<file path="config.mk">
export PLATFORM = sky130hd
export DESIGN_NAME = trigger_manager_nchan_flat
export DESIGN_NICKNAME = d
export VERILOG_FILES = /design/src/rtl/trigger_manager_pkg.sv /design/src/rtl/trigger_manager_nchan_if.sv /design/src/rtl/tm_done_collector.sv /design/src/rtl/trigger_manager_nchan.sv /design/src/flat_wrapper.sv
export SDC_FILE = /design/constraint.sdc
export NUM_CORES = 1
export LEC_CHECK = 0
export ABC_AREA = 1
export BUFFER_PORTS_ARGS = -buffer_cell sky130_fd_sc_hd__buf_2
export CORE_MARGIN = 3
export CORE_UTILIZATION = 60
export CTS_BUF_LIST = sky130_fd_sc_hd__clkbuf_4 sky130_fd_sc_hd__clkbuf_8 sky130_fd_sc_hd__clkbuf_16
export DETAILED_ROUTE_END_ITERATION = 10
export HOLD_SLACK_MARGIN = 0.15
export MAX_ROUTING_LAYER = met4
export PLACE_DENSITY = 0.95
export SYNTH_ARGS = -nofsm -noshare
export SYNTH_HDL_FRONTEND = slang
export SYNTH_SLANG_ARGS = --single-unit
</file>
<file path="constraint.sdc">
create_clock -name clk -period 3.4 [get_ports clk]
set_clock_uncertainty 0.15 [all_clocks]
set_input_delay 0.17 -clock clk [delete_from_list [all_inputs] [get_ports clk]]
set_output_delay 0.17 -clock clk [all_outputs]
set_load 0.005 [all_outputs]
</file>
<file path="src/rtl/trigger_manager_pkg.sv">
// Shared types and default limits for the N-channel trigger manager.
package trigger_manager_pkg;

    typedef enum logic [1:0] {
        StIdle,
        StGo,
        StWaitDone,
        StPush
    } tm_state_e;

    localparam int unsigned DefNumChan      = 5;
    localparam int unsigned DefFillNumWidth = 24;
    localparam int unsigned DefGoPulseLen   = 4;
    localparam int unsigned DefTimeoutWidth = 16;
    localparam int unsigned DefDoneTimeout  = 50000;
    localparam int unsigned DefDropCntWidth = 16;

endpackage

</file>
<file path="src/rtl/trigger_manager_nchan_if.sv">
// Trigger, per-channel go/done, status and fill-number AXIS signals of the trigger manager.
interface trigger_manager_nchan_if #(
    parameter int unsigned NUM_CHAN       = trigger_manager_pkg::DefNumChan,
    parameter int unsigned FILL_NUM_WIDTH = trigger_manager_pkg::DefFillNumWidth,
    parameter int unsigned DROP_CNT_WIDTH = trigger_manager_pkg::DefDropCntWidth
);
    logic                      trigger;
    logic [NUM_CHAN-1:0]       chan_en;
    logic [NUM_CHAN-1:0]       done;
    logic                      clear_err;
    logic [NUM_CHAN-1:0]       go;
    logic                      fifo_valid;
    logic                      fifo_ready;
    logic [FILL_NUM_WIDTH-1:0] fifo_data;
    logic                      busy;
    logic                      timeout_err;
    logic [NUM_CHAN-1:0]       timed_out_mask;
    logic [DROP_CNT_WIDTH-1:0] drop_count;

    modport master (
        output trigger, chan_en, done, clear_err, fifo_ready,
        input  go, fifo_valid, fifo_data, busy, timeout_err, timed_out_mask, drop_count
    );

    modport slave (
        input  trigger, chan_en, done, clear_err, fifo_ready,
        output go, fifo_valid, fifo_data, busy, timeout_err, timed_out_mask, drop_count
    );
endinterface

</file>
<file path="src/rtl/tm_done_collector.sv">
// Sticky per-channel done tracking plus the done-timeout counter for one fill.
module tm_done_collector #(
    parameter int unsigned NUM_CHAN      = trigger_manager_pkg::DefNumChan,
    parameter int unsigned TIMEOUT_WIDTH = trigger_manager_pkg::DefTimeoutWidth,
    parameter int unsigned DONE_TIMEOUT  = trigger_manager_pkg::DefDoneTimeout
) (
    input  logic                clk,
    input  logic                rst_n,
    input  logic                i_clear,
    input  logic                i_collect,
    input  logic                i_count,
    input  logic [NUM_CHAN-1:0] i_done,
    input  logic [NUM_CHAN-1:0] i_mask,
    output logic                o_all_done,
    output logic                o_timed_out,
    output logic [NUM_CHAN-1:0] o_missing
);
    localparam logic [TIMEOUT_WIDTH-1:0] TimeoutLast = TIMEOUT_WIDTH'(DONE_TIMEOUT - 1);

    logic [NUM_CHAN-1:0]      r_done_seen;
    logic [TIMEOUT_WIDTH-1:0] r_timer;
    logic [NUM_CHAN-1:0]      w_seen_now;

    always_ff @(posedge clk) begin
        if (!rst_n) begin
            r_done_seen <= '0;
            r_timer     <= '0;
        end else begin
            if (i_clear) begin
                r_done_seen <= '0;
            end else if (i_collect) begin
                r_done_seen <= w_seen_now;
            end
            // Held at zero outside WAIT_DONE so each wait starts from a fresh count.
            r_timer <= i_count ? r_timer + 1'b1 : '0;
        end
    end

    assign w_seen_now  = r_done_seen | (i_done & i_mask);
    assign o_all_done  = (w_seen_now & i_mask) == i_mask;
    assign o_missing   = i_mask & ~w_seen_now;
    assign o_timed_out = (r_timer == TimeoutLast);
endmodule

</file>
<file path="src/rtl/trigger_manager_nchan.sv">
// Trigger manager: masked go pulses, done collection with timeout, fill-number push over AXIS.
module trigger_manager_nchan
    import trigger_manager_pkg::*;
#(
    parameter int unsigned NUM_CHAN       = DefNumChan,
    parameter int unsigned FILL_NUM_WIDTH = DefFillNumWidth,
    parameter int unsigned GO_PULSE_LEN   = DefGoPulseLen,
    parameter int unsigned TIMEOUT_WIDTH  = DefTimeoutWidth,
    parameter int unsigned DONE_TIMEOUT   = DefDoneTimeout,
    parameter int unsigned DROP_CNT_WIDTH = DefDropCntWidth
) (
    input  logic                    clk,
    input  logic                    rst_n,
    trigger_manager_nchan_if.slave  io_tm
);
    localparam int unsigned GoCntWidth = (GO_PULSE_LEN > 1) ? $clog2(GO_PULSE_LEN) : 1;
    localparam logic [GoCntWidth-1:0]     GoCntLast = GoCntWidth'(GO_PULSE_LEN - 1);
    localparam logic [FILL_NUM_WIDTH-1:0] FillMax   = {FILL_NUM_WIDTH{1'b1}};
    localparam logic [FILL_NUM_WIDTH-1:0] FillFirst = FILL_NUM_WIDTH'(1);

    tm_state_e                 r_state, w_state_d;
    logic [NUM_CHAN-1:0]       r_active_mask, w_active_mask_d;
    logic [NUM_CHAN-1:0]       r_go, w_go_d;
    logic [GoCntWidth-1:0]     r_go_cnt, w_go_cnt_d;
    logic                      r_fifo_valid, w_fifo_valid_d;
    logic [FILL_NUM_WIDTH-1:0] r_fill_num, w_fill_num_d;
    logic                      r_busy;
    logic                      r_timeout_err, w_timeout_err_d;
    logic [NUM_CHAN-1:0]       r_timed_out_mask, w_timed_out_mask_d;
    logic [DROP_CNT_WIDTH-1:0] r_drop_count, w_drop_count_d;

    logic                      w_accept, w_drop, w_collect, w_count;
    logic                      w_all_done, w_timed_out;
    logic [NUM_CHAN-1:0]       w_missing;

    assign w_accept  = (r_state == StIdle) && io_tm.trigger && (io_tm.chan_en != '0);
    assign w_drop    = io_tm.trigger && !w_accept;
    assign w_collect = (r_state == StGo) || (r_state == StWaitDone);
    assign w_count   = (r_state == StWaitDone);

    tm_done_collector #(
        .NUM_CHAN      (NUM_CHAN),
        .TIMEOUT_WIDTH (TIMEOUT_WIDTH),
        .DONE_TIMEOUT  (DONE_TIMEOUT)
    ) u_done_collector (
        .clk         (clk),
        .rst_n       (rst_n),
        .i_clear     (w_accept),
        .i_collect   (w_collect),
        .i_count     (w_count),
        .i_done      (io_tm.done),
        .i_mask      (r_active_mask),
        .o_all_done  (w_all_done),
        .o_timed_out (w_timed_out),
        .o_missing   (w_missing)
    );

    always_comb begin
        w_state_d          = r_state;
        w_active_mask_d    = r_active_mask;
        w_go_d             = r_go;
        w_go_cnt_d         = r_go_cnt;
        w_fifo_valid_d     = r_fifo_valid;
        w_fill_num_d       = r_fill_num;
        w_timeout_err_d    = r_timeout_err;
        w_timed_out_mask_d = r_timed_out_mask;
        w_drop_count_d     = r_drop_count;

        case (r_state)
            StIdle: begin
                if (w_accept) begin
                    w_active_mask_d = io_tm.chan_en;
                    w_go_d          = io_tm.chan_en;
                    w_go_cnt_d      = '0;
                    w_state_d       = StGo;
                end
            end
            StGo: begin
                if (r_go_cnt == GoCntLast) begin
                    w_go_d    = '0;
                    w_state_d = StWaitDone;
                end else begin
                    w_go_cnt_d = r_go_cnt + 1'b1;
                end
            end
            StWaitDone: begin
                // Completion is checked first so it beats a timeout landing on the same cycle.
                if (w_all_done) begin
                    w_fifo_valid_d = 1'b1;
                    w_state_d      = StPush;
                end else if (w_timed_out) begin
                    w_fifo_valid_d     = 1'b1;
                    w_timeout_err_d    = 1'b1;
                    w_timed_out_mask_d = r_timed_out_mask | w_missing;
                    w_state_d          = StPush;
                end
            end
            StPush: begin
                if (r_fifo_valid && io_tm.fifo_ready) begin
                    w_fifo_valid_d = 1'b0;
                    w_fill_num_d   = (r_fill_num == FillMax) ? FillFirst : r_fill_num + 1'b1;
                    w_state_d      = StIdle;
                end
            end
            default: begin
                w_state_d = StIdle;
            end
        endcase

        if (w_drop && (r_drop_count != {DROP_CNT_WIDTH{1'b1}})) begin
            w_drop_count_d = r_drop_count + 1'b1;
        end

        if (io_tm.clear_err) begin
            w_timeout_err_d    = 1'b0;
            w_timed_out_mask_d = '0;
            w_drop_count_d     = '0;
        end
    end

    always_ff @(posedge clk) begin
        if (!rst_n) begin
            r_state          <= StIdle;
            r_active_mask    <= '0;
            r_go             <= '0;
            r_go_cnt         <= '0;
            r_fifo_valid     <= 1'b0;
            r_fill_num       <= FillFirst;
            r_busy           <= 1'b0;
            r_timeout_err    <= 1'b0;
            r_timed_out_mask <= '0;
            r_drop_count     <= '0;
        end else begin
            r_state          <= w_state_d;
            r_active_mask    <= w_active_mask_d;
            r_go             <= w_go_d;
            r_go_cnt         <= w_go_cnt_d;
            r_fifo_valid     <= w_fifo_valid_d;
            r_fill_num       <= w_fill_num_d;
            r_busy           <= (w_state_d != StIdle);
            r_timeout_err    <= w_timeout_err_d;
            r_timed_out_mask <= w_timed_out_mask_d;
            r_drop_count     <= w_drop_count_d;
        end
    end

    assign io_tm.go             = r_go;
    assign io_tm.fifo_valid     = r_fifo_valid;
    assign io_tm.fifo_data      = r_fill_num;
    assign io_tm.busy           = r_busy;
    assign io_tm.timeout_err    = r_timeout_err;
    assign io_tm.timed_out_mask = r_timed_out_mask;
    assign io_tm.drop_count     = r_drop_count;
endmodule

</file>
<file path="src/flat_wrapper.sv">
// flat-port wrapper written by rule: the top's interface ports become plain ports
module trigger_manager_nchan_flat import trigger_manager_pkg::*;
#(
    parameter int unsigned NUM_CHAN       = DefNumChan,
    parameter int unsigned FILL_NUM_WIDTH = DefFillNumWidth,
    parameter int unsigned GO_PULSE_LEN   = DefGoPulseLen,
    parameter int unsigned TIMEOUT_WIDTH  = DefTimeoutWidth,
    parameter int unsigned DONE_TIMEOUT   = DefDoneTimeout,
    parameter int unsigned DROP_CNT_WIDTH = DefDropCntWidth
)
  (clk, rst_n, io_tm_trigger, io_tm_chan_en, io_tm_done, io_tm_clear_err, io_tm_fifo_ready, io_tm_go, io_tm_fifo_valid, io_tm_fifo_data, io_tm_busy, io_tm_timeout_err, io_tm_timed_out_mask, io_tm_drop_count);
  trigger_manager_nchan_if #(.NUM_CHAN(NUM_CHAN), .FILL_NUM_WIDTH(FILL_NUM_WIDTH), .DROP_CNT_WIDTH(DROP_CNT_WIDTH)) io_tm_i ();
  input  logic clk;
  input  logic rst_n;
  input wire logic [$bits(io_tm_i.trigger)-1:0] io_tm_trigger;
  input wire logic [$bits(io_tm_i.chan_en)-1:0] io_tm_chan_en;
  input wire logic [$bits(io_tm_i.done)-1:0] io_tm_done;
  input wire logic [$bits(io_tm_i.clear_err)-1:0] io_tm_clear_err;
  input wire logic [$bits(io_tm_i.fifo_ready)-1:0] io_tm_fifo_ready;
  output wire logic [$bits(io_tm_i.go)-1:0] io_tm_go;
  output wire logic [$bits(io_tm_i.fifo_valid)-1:0] io_tm_fifo_valid;
  output wire logic [$bits(io_tm_i.fifo_data)-1:0] io_tm_fifo_data;
  output wire logic [$bits(io_tm_i.busy)-1:0] io_tm_busy;
  output wire logic [$bits(io_tm_i.timeout_err)-1:0] io_tm_timeout_err;
  output wire logic [$bits(io_tm_i.timed_out_mask)-1:0] io_tm_timed_out_mask;
  output wire logic [$bits(io_tm_i.drop_count)-1:0] io_tm_drop_count;
  assign io_tm_i.trigger = io_tm_trigger;
  assign io_tm_i.chan_en = io_tm_chan_en;
  assign io_tm_i.done = io_tm_done;
  assign io_tm_i.clear_err = io_tm_clear_err;
  assign io_tm_i.fifo_ready = io_tm_fifo_ready;
  assign io_tm_go = io_tm_i.go;
  assign io_tm_fifo_valid = io_tm_i.fifo_valid;
  assign io_tm_fifo_data = io_tm_i.fifo_data;
  assign io_tm_busy = io_tm_i.busy;
  assign io_tm_timeout_err = io_tm_i.timeout_err;
  assign io_tm_timed_out_mask = io_tm_i.timed_out_mask;
  assign io_tm_drop_count = io_tm_i.drop_count;
  trigger_manager_nchan #(.NUM_CHAN(NUM_CHAN), .FILL_NUM_WIDTH(FILL_NUM_WIDTH), .GO_PULSE_LEN(GO_PULSE_LEN), .TIMEOUT_WIDTH(TIMEOUT_WIDTH), .DONE_TIMEOUT(DONE_TIMEOUT), .DROP_CNT_WIDTH(DROP_CNT_WIDTH)) u_core (.clk(clk), .rst_n(rst_n), .io_tm(io_tm_i));
endmodule
</file>
[Word-level counts from Yosys, hierarchy flattened]
Index checks and enable logic that the tools add are counted.
Storage, ports and cells
  register bits: 83
  memories: 0
  memory bits (writable): 0
  word-level logic and storage cells: 75
  bits in latches: 0
  memory bits (read-only): 0
Cells by class
  multiplexer cells: 17
  $lt $le $gt $ge: 0
  add/sub/neg operators: 4
  reductions and logical operators: 21
  shift-type cells: 0
  multiply operators: 0
  bitwise operators: 8
  eq/ne operators: 13
  div/mod/pow operators: 0
Operator list (number)
  $add A16 B1 Y16 const B: 2
  $add A24 B1 Y24 const B: 1
  $eq A24 B24 Y1 const B: 1
  $mux W24: 1
  $eq A16 B16 Y1 const B: 1
  $ne A16 B16 Y1 const B: 1
  $and A5 B5 Y5: 3
  $mux W2: 7
  $reduce_and A3 Y1: 4
  $mux W5: 2
  $or A5 B5 Y5: 2
  $pmux W5 S2: 1
  $pmux W2 S4: 1
  $eq A2 B2 Y1 const B: 3
  $reduce_and A2 Y1: 3
  $reduce_bool A2 Y1: 3
  $eq A5 B5 Y1: 1
  $logic_and A1 B1 Y1: 5
  $not A5 Y5: 1
  $reduce_bool A5 Y1: 1
  $ne A2 B1 Y1 const B: 2
  $ne A2 B2 Y1 const B: 2
  $pmux W2 S2: 1
  $reduce_or A2 Y1: 2
  other kinds (9): 12

[Longest topological paths before layout]
  depth after elaboration: 7
  depth in mapped cells: 11

[Hierarchy]
Synthesis repeated with hierarchy kept, for this count alone.
Unflattened totals
  cell total of the unflattened synthesis: 615
  area total of the unflattened synthesis: 4225.3 um^2
Modules (own cells, without submodules)
  trigger_manager_nchan: sequential area each 1241.2 um^2, instances 1, cells each 456, area an instance 3165.5 um^2
  tm_done_collector: sequential area each 420.4 um^2, instances 1, cells each 159, area an instance 1059.8 um^2

[Worst setup path before layout]
Ideal clock, no wire load.
  kind: reg-to-reg
  start point: register u_core.r_state[0]
  end point: register u_core.r_drop_count[12] (netlist: u_core.io_tm.drop_count[12])
  period minus slack after synthesis: 1700 ps
  cell stages (with the launch flop): 12
  arrival time: 1435 ps
  setup slack: 1700 ps
  data required time: 3135 ps
  cells stage by stage: dfxtp_1 -> inv_1 -> ha_1 -> nand2_1 -> inv_1 -> nand2_2 -> nand2_2 -> nor2_4 -> buf_6 -> nand3_2 -> nand2_1 -> nor2_1
Between the ends
  cells in the longest elaborated chain, start to end: 6
RTL lines
  from (decl): RTL line trigger_manager_nchan.sv:21  | tm_state_e r_state, w_state_d;
  from (signal assigned): RTL line trigger_manager_nchan.sv:123  | r_state <= StIdle;
  from (signal assigned): RTL line trigger_manager_nchan.sv:134  | r_state <= w_state_d;
  $logic_not A2 Y1: RTL line trigger_manager_nchan.sv:36  | assign w_accept = (r_state == StIdle) && io_tm.trigger && (io_tm.chan_en != '0);
  $logic_and A1 B1 Y1 (2 in series): RTL line trigger_manager_nchan.sv:36
  $logic_not A1 Y1: RTL line trigger_manager_nchan.sv:37  | assign w_drop = io_tm.trigger && !w_accept;
  $logic_and A1 B1 Y1: RTL line trigger_manager_nchan.sv:37
  $logic_and A1 B1 Y1: RTL line trigger_manager_nchan.sv:110  | if (w_drop && (r_drop_count != {DROP_CNT_WIDTH{1'b1}})) begin
  to (signal assigned): RTL line trigger_manager_nchan.sv:143  | r_drop_count <= w_drop_count_d;
  to (decl): RTL line trigger_manager_nchan.sv:30  | logic [DROP_CNT_WIDTH-1:0] r_drop_count, w_drop_count_d;
Every way passes these cells.
A chain may end at the register's enable or synchronous reset.

[Final worst setup path]
  start point: register u_core.r_state[1]
  end point: register u_core.r_go[0] (netlist: u_core.io_tm.go[0])
Between the ends
  cells in the longest elaborated chain, start to end: 5
  elaborated cells on any way between the ends: 9
  those cells by class: eq/ne (3); mux (1); reduce/logical (5)
RTL lines
  $logic_not A2 Y1: RTL line trigger_manager_nchan.sv:36, trigger_manager_nchan.sv:69
  $logic_and A1 B1 Y1 (2 in series): RTL line trigger_manager_nchan.sv:36
  $ne A2 B1 Y1 (no line)
  $reduce_and A3 Y1 (no line)
  to (signal assigned): RTL line trigger_manager_nchan.sv:136  | r_go <= w_go_d;
  to (decl): RTL line trigger_manager_nchan.sv:23  | logic [NUM_CHAN-1:0] r_go, w_go_d;
Parallel ways exist; a longest one is shown, timed or not.

==> summary.txt <==
Layout
  – Most frequent cells in the layout: nand2_1 (135), nor2_1 (93), dfxtp_1 (83), inv_1 (68), buf_2 (67)
  – Nets: 719
  – Multi-input gate area in the final layout: 2240 um2
  – Leading cell type in the layout, fill and taps excluded: nand2_1
  – Share of layout cells above drive strength 1: 0.173
  – Register Area: about 1700 um2
  – Fill cells: between 500 and 600
  – ANT cells: 0
  – Synth-to-Final Area Change: 17.9%

Critical path
  – WP buf/inv: 4
  – R2r setup slk: slightly above 0.9 ns
  – CP Data Arrival Time: approximately 2.6 ns
  – Crit-path max FO: 9
  – Stages on worst setup path: 7
  – CP max stage cell: dlygate4sd3_1
  – Worst path cell trace: inv_1 > ha_1 > inv_2 > nand3_1 > dlygate4sd3_1 > o21ai_0 > dlygate4sd3_1
  – Most used cell, CP: dlygate4sd3_1
  – Required @ worst endpoint: between 3 and 4 ns
  – Worst path top cell family by delay: buffers and inverters
  – Type of origin of the critical path: register
  – Crit Path Class: register to register
  – Worst R2R Path Depth: 7
  – Crit path largest cell delay: around 0.58 ns
  – Crit end category: register

Floorplan
  – Die area: just over 8000 um2
  – Die span in x: 90.2 um
  – CORE AREA: ~6800 um2
  – Starting Density: 0.623
  – Rows: 30
  – IO Pins: 68
  – Die H: ~90 um

Global routing
  – Initial antenna violation count: 0
  – First-pass GRT wire length: around 18 mm
  – Largest net degree at the start of global routing: 26
  – Total track usage: 0.269
  – GRT Residual Overflow: 0
  – Vias in the first global route: around 4100

Worst hold path
  – Hold WC Path Type: register to register
  – Hold Path Depth: 2

Clock network
  – # resized after CTS: 0
  – Clk sinks: 83
  – Root buf cell: clkbuf_8
  – CTS Buffer Depth: 2
  – Worst-Skew Late Latency: about 0.36 ns
  – H-Tree Depth: 3
  – Reg clk slew, reported paths: ~0.09 ns
  – CTS tree: built
  – Total CTS buffers: 9

Placement
  – Routability cong.: about 0.95
  – Detailed placer's ending HPWL: approximately 7.4 mm
  – Worst slack, placed: around 1.2 ns
  – Port-buffer cells: 67

Run
  – Max Cap Viol: 0

Synth
  – Register bit count reported by yosys: slightly above 80
  – Sequential area share after synthesis: 0.391
  – Avg Cell Area, Syn: 6.96 um2
  – Syn_nets: approximately 630
  – Synth warn: 0
  – Mapped Area: about 4300 um2
  – Post-synth cell types: 39
  – Cells after Synth: 611

Timing
  – Final-report hold violation count: 0
  – F_max: 403 MHz
  – Actual slew at the worst max-slew pin: around 0.57 ns
  – RSZ-0062 raised after global routing: false
  – Final worst slack: 0.917 ns
  – Slew margin rel.: 0.622
  – TNS Setup: 0 ns
  – Setup Viol. Count Final: 0
  – Fin. max-slew vios: 0
  – Final worst-path cycle share: 0.730
  – Final min period: about 2.5 ns

Detailed routing
  – Post-DRT Antenna Nets: 0
  – WL final: ~10 mm
  – Via count: between 4000 and 5000
  – DR WL/cell: about 13 um
  – DR pass1 iterations: 5
  – DR DRC count: 0
  – Initial drt markers: roughly 330
  – Via density: roughly 5.5

Power and ir drop
  – Pwr/cell area: roughly 400 nW/um2
  – Tot Pwr: around 2.0 mW
  – IR drop worst, VDD: 290 uV
  – Static Leak: ~2.1 nW

Status
  – Status: finished clean
power by group:
group          switching [mW]  internal (mW)  total (mW)
combinational           0.136         0.0806       0.216
clock                   0.382          0.344       0.726
sequential             0.0227           1.00        1.02
layer usage:
metal	track usage	up-vias	wire length, um
met2	0.449	211	5070
met5	-	-	0
met3	0.0460	33	816
met1	0.314	1959	4280
met4	0.130	0	310
li1	-	2143	-
cell families after synthesis:
family | Yosys count | share of synthesized area
AOI/OAI and AO/OA | 75 | 0.0950
xor gates and xnor gates | 17 | 0.0350
adders and majority gates | 8 | 0.0235
buffers and inverters | 84 | 0.0818
DFF | 83 | 0.391
muxes | 1 | 0.00235
and+or+nand+nor | 343 | 0.372
through the flow:
stage | instance area [um2] | instances | hold slack, ns | util
2_1_floorplan | 4250 | 611 | 0.159 | -
6_report | 5010 | 797 | 0.304 | 0.734
5_1_grt | 5010 | 797 | 0.324 | 0.734
3_5_place_dp | 4630 | 763 | 0.290 | 0.678
3_3_place_gp | 4630 | 763 | 0.278 | 0.678
4_1_cts | 5010 | 797 | 0.304 | 0.734
flip-flops by register name (all words and copies together), names as in the netlist:
name / count
u_core.io_tm.timeout_err: 1
u_core.io_tm.timed_out_mask: 5
u_core.r_go_cnt: 2
u_core.io_tm.go: 5
u_core.r_active_mask: 5
u_core.io_tm.fifo_valid: 1
u_core.u_done_collector.r_timer: 16
u_core.io_tm.drop_count: 16
u_core.u_done_collector.r_done_seen: 5
u_core.io_tm.fifo_data: 24
u_core.io_tm.busy: 1
u_core.r_state: 2
layout make-up:
type | count | share of cell area
clock buffer | 9 | 0.0247
clock inverter | 7 | 0.0152
inverter | 73 | 0.0546
multi-input combinational | 444 | 0.447
sequential | 83 | 0.331
tap | 96 | 0.0240
timing repair buffer | 85 | 0.103
worst register-to-register path, cell delays in order, from the launching register on:
cell	delay, ns
dfxtp_1	0.37
inv_1	0.10
ha_1	0.23
inv_2	0.16
nand3_1	0.11
dlygate4sd3_1	0.58
o21ai_0	0.17
dlygate4sd3_1	0.58
synth_stat cells (all sizes together):
library cell | count | area share
nor3 | 13 | 0.015
clkbuf | 4 | 0.0035
a21oi | 44 | 0.053
mux2i | 1 | 0.0024
o21a | 1 | 0.0018
a22oi | 1 | 0.0029
nand3b | 4 | 0.010
o31ai | 1 | 0.0018
nand4 | 15 | 0.024
or2 | 5 | 0.0074
dfxtp | 83 | 0.39
ha | 8 | 0.024
buf | 7 | 0.014
nor3b | 2 | 0.0035
nor2 | 104 | 0.10
xnor2 | 6 | 0.012
nand3 | 56 | 0.074
a31oi | 1 | 0.0015
nand2 | 143 | 0.13
o21ai | 22 | 0.026
o21bai | 2 | 0.0035
and3 | 1 | 0.0015
o22ai | 1 | 0.0015
a211oi | 2 | 0.0035
xor2 | 11 | 0.023
inv | 73 | 0.064
repair_timing:
item | in CTS | in global routing
hold buffers | 18 | 0
endpoints found under the setup margin | 0 | 0
setup buffers | 0 | 0
endpoints found under the hold margin | 37 | 0
path summary, 6_finish.rpt:
| check | end | start |
|---|---|---|
| max | u_core.io_tm.go[0] | u_core.r_state[1] |
| min reg2reg | u_core.io_tm.timeout_err | u_core.io_tm.timeout_err |
| min | u_core.io_tm.timeout_err | u_core.io_tm.timeout_err |
| max reg2reg | u_core.io_tm.go[0] | u_core.r_state[1] |
Note: power is estimated with default switching activity, not from simulation.
